$ cat src/rtl/sram_arbiter_ctrl.sv
`default_nettype none
// ============================================================================
// Module      : sram_arbiter_ctrl
// Description : Round-robin arbiter for two 32-bit ports sharing one 16-bit
//               asynchronous SRAM, split into low/high halfword phases.
// Revision    : 1.0 - initial release
// ============================================================================
module sram_arbiter_ctrl #(
    parameter int WAIT_CYCLES = 2,
    parameter int ADDR_W      = 18
) (
    input  logic              i_clk,
    input  logic              i_rst,

    input  logic              i_p0_valid,
    input  logic              i_p0_we,
    input  logic [31:0]       i_p0_addr,
    input  logic [3:0]        i_p0_bmask,
    input  logic [31:0]       i_p0_wdata,
    output logic              o_p0_ready,
    output logic              o_p0_rvalid,
    output logic [31:0]       o_p0_rdata,

    input  logic              i_p1_valid,
    input  logic              i_p1_we,
    input  logic [31:0]       i_p1_addr,
    input  logic [3:0]        i_p1_bmask,
    input  logic [31:0]       i_p1_wdata,
    output logic              o_p1_ready,
    output logic              o_p1_rvalid,
    output logic [31:0]       o_p1_rdata,

    output logic [ADDR_W-1:0] o_sram_addr,
    output logic [15:0]       o_sram_dq_o,
    output logic              o_sram_dq_oe,
    input  logic [15:0]       i_sram_dq_i,
    output logic              o_sram_ce_n,
    output logic              o_sram_we_n,
    output logic              o_sram_oe_n,
    output logic              o_sram_lb_n,
    output logic              o_sram_ub_n
);

    localparam int                 c_cnt_w    = (WAIT_CYCLES > 1) ? $clog2(WAIT_CYCLES) : 1;
    localparam logic [c_cnt_w-1:0] c_cnt_last = c_cnt_w'(WAIT_CYCLES - 1);

    typedef enum logic [1:0] {
        S_IDLE = 2'd0,
        S_LO   = 2'd1,
        S_HI   = 2'd2,
        S_RESP = 2'd3
    } state_t;

    state_t              r_state, w_state_next;
    logic [c_cnt_w-1:0]  r_cnt, w_cnt_next;
    logic                r_last_grant;
    logic                r_gnt;
    logic                r_we;
    logic [ADDR_W-2:0]   r_addr;
    logic [3:0]          r_bmask;
    logic [31:0]         r_wdata;
    logic [15:0]         r_rd_lo;
    logic                r_cap_lo, r_cap_hi;

    logic                w_grant, w_gnt_port, w_sel_we;
    logic [3:0]          w_sel_bmask;
    logic                w_phase_last, w_in_phase, w_is_hi;
    logic                w_unused;

    assign w_unused = &{1'b0, i_p0_addr[31:ADDR_W+1], i_p0_addr[1:0],
                        i_p1_addr[31:ADDR_W+1], i_p1_addr[1:0]};

    assign w_phase_last = (r_cnt == c_cnt_last);
    assign w_in_phase   = (r_state == S_LO) || (r_state == S_HI);
    assign w_is_hi      = (r_state == S_HI);

    // On a tie the port that was not granted last wins.
    always_comb begin
        w_grant    = (r_state == S_IDLE) && (i_p0_valid || i_p1_valid);
        w_gnt_port = (i_p0_valid && i_p1_valid) ? ~r_last_grant : ~i_p0_valid;
        w_sel_we    = w_gnt_port ? i_p1_we    : i_p0_we;
        w_sel_bmask = w_gnt_port ? i_p1_bmask : i_p0_bmask;
    end

    always_comb begin
        w_state_next = r_state;
        w_cnt_next   = r_cnt;
        case (r_state)
            S_IDLE: begin
                if (w_grant) begin
                    w_cnt_next = '0;
                    if (!w_sel_we || (w_sel_bmask[1:0] != 2'b00))
                        w_state_next = S_LO;
                    else if (w_sel_bmask[3:2] != 2'b00)
                        w_state_next = S_HI;
                    else
                        w_state_next = S_RESP;
                end
            end
            S_LO: begin
                if (w_phase_last) begin
                    w_cnt_next   = '0;
                    w_state_next = (!r_we || (r_bmask[3:2] != 2'b00)) ? S_HI : S_RESP;
                end else begin
                    w_cnt_next = r_cnt + 1'b1;
                end
            end
            S_HI: begin
                if (w_phase_last) begin
                    w_cnt_next   = '0;
                    w_state_next = S_RESP;
                end else begin
                    w_cnt_next = r_cnt + 1'b1;
                end
            end
            S_RESP:  w_state_next = S_IDLE;
            default: w_state_next = S_IDLE;
        endcase
    end

    always_ff @(posedge i_clk) begin
        if (i_rst) begin
            r_state      <= S_IDLE;
            r_cnt        <= '0;
            r_last_grant <= 1'b1;
            r_gnt        <= 1'b0;
            r_we         <= 1'b0;
            r_addr       <= '0;
            r_bmask      <= '0;
            r_wdata      <= '0;
        end else begin
            r_state <= w_state_next;
            r_cnt   <= w_cnt_next;
            if (w_grant) begin
                r_last_grant <= w_gnt_port;
                r_gnt        <= w_gnt_port;
                r_we         <= w_sel_we;
                r_bmask      <= w_sel_bmask;
                r_addr       <= w_gnt_port ? i_p1_addr[ADDR_W:2] : i_p0_addr[ADDR_W:2];
                r_wdata      <= w_gnt_port ? i_p1_wdata : i_p0_wdata;
            end
        end
    end

    // Pad strobes are a registered decode of the state, so they trail it by one cycle.
    always_ff @(posedge i_clk) begin
        if (i_rst) begin
            o_p0_ready   <= 1'b0;
            o_p1_ready   <= 1'b0;
            o_p0_rvalid  <= 1'b0;
            o_p1_rvalid  <= 1'b0;
            o_p0_rdata   <= '0;
            o_p1_rdata   <= '0;
            o_sram_addr  <= '0;
            o_sram_dq_o  <= '0;
            o_sram_dq_oe <= 1'b0;
            o_sram_ce_n  <= 1'b1;
            o_sram_we_n  <= 1'b1;
            o_sram_oe_n  <= 1'b1;
            o_sram_lb_n  <= 1'b1;
            o_sram_ub_n  <= 1'b1;
            r_rd_lo      <= '0;
            r_cap_lo     <= 1'b0;
            r_cap_hi     <= 1'b0;
        end else begin
            o_p0_ready   <= w_grant && !w_gnt_port;
            o_p1_ready   <= w_grant &&  w_gnt_port;
            o_p0_rvalid  <= (r_state == S_RESP) && !r_gnt;
            o_p1_rvalid  <= (r_state == S_RESP) &&  r_gnt;
            o_sram_ce_n  <= !w_in_phase;
            o_sram_oe_n  <= !(w_in_phase && !r_we);
            o_sram_we_n  <= !(w_in_phase && r_we && !w_phase_last);
            o_sram_dq_oe <= w_in_phase && r_we;
            if (w_in_phase) begin
                o_sram_addr <= {r_addr, w_is_hi};
                if (r_we) begin
                    o_sram_dq_o <= w_is_hi ? r_wdata[31:16] : r_wdata[15:0];
                    o_sram_lb_n <= ~(w_is_hi ? r_bmask[2] : r_bmask[0]);
                    o_sram_ub_n <= ~(w_is_hi ? r_bmask[3] : r_bmask[1]);
                end else begin
                    o_sram_lb_n <= 1'b0;
                    o_sram_ub_n <= 1'b0;
                end
            end else begin
                o_sram_lb_n <= 1'b1;
                o_sram_ub_n <= 1'b1;
            end
            r_cap_lo <= (r_state == S_LO) && w_phase_last && !r_we;
            r_cap_hi <= (r_state == S_HI) && w_phase_last && !r_we;
            if (r_cap_lo)
                r_rd_lo <= i_sram_dq_i;
            if (r_cap_hi) begin
                if (r_gnt)
                    o_p1_rdata <= {i_sram_dq_i, r_rd_lo};
                else
                    o_p0_rdata <= {i_sram_dq_i, r_rd_lo};
            end
        end
    end

endmodule
`default_nettype wire

$ cat config.mk
export PLATFORM = sky130hd
export DESIGN_NAME = sram_arbiter_ctrl
export DESIGN_NICKNAME = d
export VERILOG_FILES = /design/src/rtl/sram_arbiter_ctrl.sv
export SDC_FILE = /design/constraint.sdc
export NUM_CORES = 1
export LEC_CHECK = 0
export CORE_ASPECT_RATIO = 0.9
export CORE_UTILIZATION = 40
export CTS_BUF_LIST = sky130_fd_sc_hd__clkbuf_4 sky130_fd_sc_hd__clkbuf_8
export CTS_CLUSTER_DIAMETER = 40
export DETAILED_ROUTE_END_ITERATION = 7
export PLACE_DENSITY = 0.78
export REMOVE_ABC_BUFFERS = 1
export SLEW_MARGIN = 20
export SYNTH_ARGS = -nofsm -noshare
export SYNTH_HDL_FRONTEND = slang
export SYNTH_SLANG_ARGS = --single-unit
export TNS_END_PERCENT = 50
$ cat constraint.sdc
create_clock -name i_clk -period 1.66 [get_ports i_clk]
set_input_delay 0.249 -clock i_clk [delete_from_list [all_inputs] [get_ports i_clk]]
set_output_delay 0.249 -clock i_clk [all_outputs]
set_load 0.01 [all_outputs]
==> results_dict.tcl <==
set metrics [dict create \
    ys_seq_area_share_pct 53.5 \
    place_inst 1137 \
    grtUsageMet1_pct 26.1 \
    num-fill-cells 1438 \
    antenna_found_initial 0 \
    synth_cells 728 \
    place_congestion 0.791 \
    critPathTopFamily "simple AND/OR/NAND/NOR gates" \
    cp_max_fo 43 \
    initial_core_util_pct 41.0 \
    cp.arrival_ns 1.95 \
    rsz0062_at_grt "false" \
    cts_tree "built" \
    ys_async_sr_fraction_pct 0 \
    dr_total_vias 6171 \
    ys_types 33 \
    grt_usage_pct 20.8 \
    hpwl_um 12400 \
    diodes 0 \
    p_per_area_nw_per_um2 1250 \
    finalWorstSetupSlack_ns 0.0546 \
    grt_max_degree 91 \
    avgSynthCellArea_sq_um 9.51 \
    grt_overflow 0 \
    clkTransAtPathRegs_ns 0.10 \
    syn_area_sq_um 6920 \
    finalCriticalPeriod_ns 1.61 \
    postPlaceCellArea_sq_um 9580 \
    max_stage_delay_ns 0.33 \
    final_cells 1170 \
    cts_buffers 17 \
    yosysWarnings 0 \
    multi_input_area_sq_um 2960 \
    finalHoldViolCount 0 \
    die_x_um 141 \
    use_met3_pct 6.57 \
    port_buffers 235 \
    final-seq-area_sq_um 3700 \
    most-common-layout-cells "dfxtp_1 (184), clkdlybuf4s50_1 (174), nand2_1 (134)" \
    synthTopCellsByArea "dfxtp_1 (53%), mux2i_1 (8.2%), nand2_1 (7.3%), a221o_1 (7.1%), a21oi_1 (4.6%)" \
    die_y_um 127 \
    grt_pass1_wl_um 29400 \
    cp_num_buf_inv 1 \
    area_delta_synth_final_pct 46.7 \
    cts_buffer_depth 2 \
    max_cap_viol_count 0 \
    skew_ns 0.0126 \
    vdd_drop_max_mv 0.741 \
    io_pins 266 \
    worst_pin_slew_ns 0.377 \
    r2r_setup_slack_ns 0.05 \
    die_area_sq_um 17800 \
    required_ns 2.00 \
    insertion_delay_ns 0.45 \
    hp-start "i_rst" \
    fin_area_sq_um 10200 \
    leakage_nw 4.73 \
    synth_seq_cells 185 \
    grt-busiest-layer "met2" \
    ant_nets 0 \
    cts_root_buffer "clkbuf_8" \
    endpoint_kind "register" \
    met2_usage_pct 34.2 \
    layout.nets 1109 \
    yosysTopAreaCell "dfxtp_1" \
    drc 0 \
    synth_edf_count 0 \
    placementRows 45 \
    slowest_stage "dfxtp_1" \
    drv_slew 0 \
    setup_violations 0 \
    min_period_over_period_pct 96.7 \
    synthFlopType "dfxtp_1" \
    status "finished, final reports clean" \
    max_freq_mhz 623 \
    min_path_type "in2reg" \
    critical_path.startpoint_type "register" \
    worstSetupStartpoint "r_last_grant" \
    drive_gt1_share_pct 7.40 \
    path_class "reg2reg" \
    drtIter0Drc 292 \
    grt_pass1_vias 5740 \
    synth_top_area_share_pct 53.5 \
    htree_levels 4 \
    clock-sinks 185 \
    crit_path_cell_trace "nand2b_1, and2_1, and3_2, buf_12, a221o_1" \
    avgRoutedWirePerCell_um 16.0 \
    dp_slack_ns -0.288 \
    whs_ns 0.214 \
    core_sq_um 16900 \
    final_common_cell "dfxtp_1" \
    r2r-start "r_last_grant" \
    vias_per_cell 5.27 \
    wl_um 18700 \
    dr.pass1.iters 5 \
    slew_headroom_pct 74.5 \
]
-- sequential cells by signal (all words and copies together), names as in the netlist, 2 cells and up --
name         cells
o_p0_rdata      32
o_p1_rdata      32
r_wdata         32
o_sram_addr     18
r_addr          17
o_sram_dq_o     16
r_rd_lo         16
r_bmask          4
r_state          2
-- metal layers --
layer  wire [um]  up-vias
met5           0        -
met4         227        0
met3        1470       16
met2        8620      248
met1        8400     2907
li1            -     3000
-- stage by stage --
step           setup TNS [ns]  power, mW  utilization [%]
2_1_floorplan          -93.56       7.78                -
3_3_place_gp           -13.15       9.65             56.7
3_5_place_dp           -13.86       9.73             56.7
4_1_cts                     0       12.7             59.1
5_1_grt                     0       13.4             60.1
6_report                    0       12.7             60.1
-- area by class of cell --
cell class | count | area share (%)
flip-flops and latches | 185 | 36.5
multi-input cells | 476 | 29.1
repair buffers | 262 | 27.7
well taps | 211 | 2.60
clock buffers | 17 | 2.30
clock inverters | 15 | 1.61
inverters | 4 | 0.148
-- Yosys cell counts (all sizes together) (2+ instances only) --
library cell	count
dfxtp	185
nand2	134
a21oi	64
nor2	58
mux2i	57
and3	51
a221o	49
clkbuf	38
buf	25
a211oi	21
and2	5
ha	5
nand2b	5
inv	4
nand3	3
nor2b	3
nor4bb	3
o21ai	3
nor3	2
nor3b	2
o21a	2
o41ai	2
-- cell families after synthesis --
| group | Yosys count | synth area share, % |
|---|---|---|
| mux | 57 | 8.24 |
| flops | 185 | 53.5 |
| simple gates | 267 | 17.4 |
| compound gates | 147 | 15.5 |
| buf+inv | 67 | 4.48 |
| fa+ha+maj | 5 | 0.904 |
-- path summary, 6_finish.rpt --
check	cells past startpoint	end
max reg2reg	5	r_wdata[28]
min	4	o_sram_ce_n
min reg2reg	2	o_p1_rdata[12]
max	5	r_wdata[28]
-- power breakdown --
group | total, mW | leakage [nW] | internal, mW | switching, mW
Clock | 2.98 | 0.189 | 1.24 | 1.73
Combinational | 4.15 | 3.03 | 2.18 | 1.97
Sequential | 5.61 | 1.51 | 5.20 | 0.408
Total | 12.7 | 4.73 | 8.63 | 4.11
-- worst min-delay path: stages --
cell,delay [ns]
buf_4,0.14
nor2b_1,0.07
buf_4,0.14
inv_1,0.04
-- timing repair --
item                                    4_1_cts  5_1_grt
endpoints found under the setup margin       11       67
hold buffers                                  0        0
buffers inserted                              0        0
endpoints found under the hold margin         0        0
resized for setup                            11       57
cloned                                        0        1
Note: power is estimated with default switching activity, not from simulation.
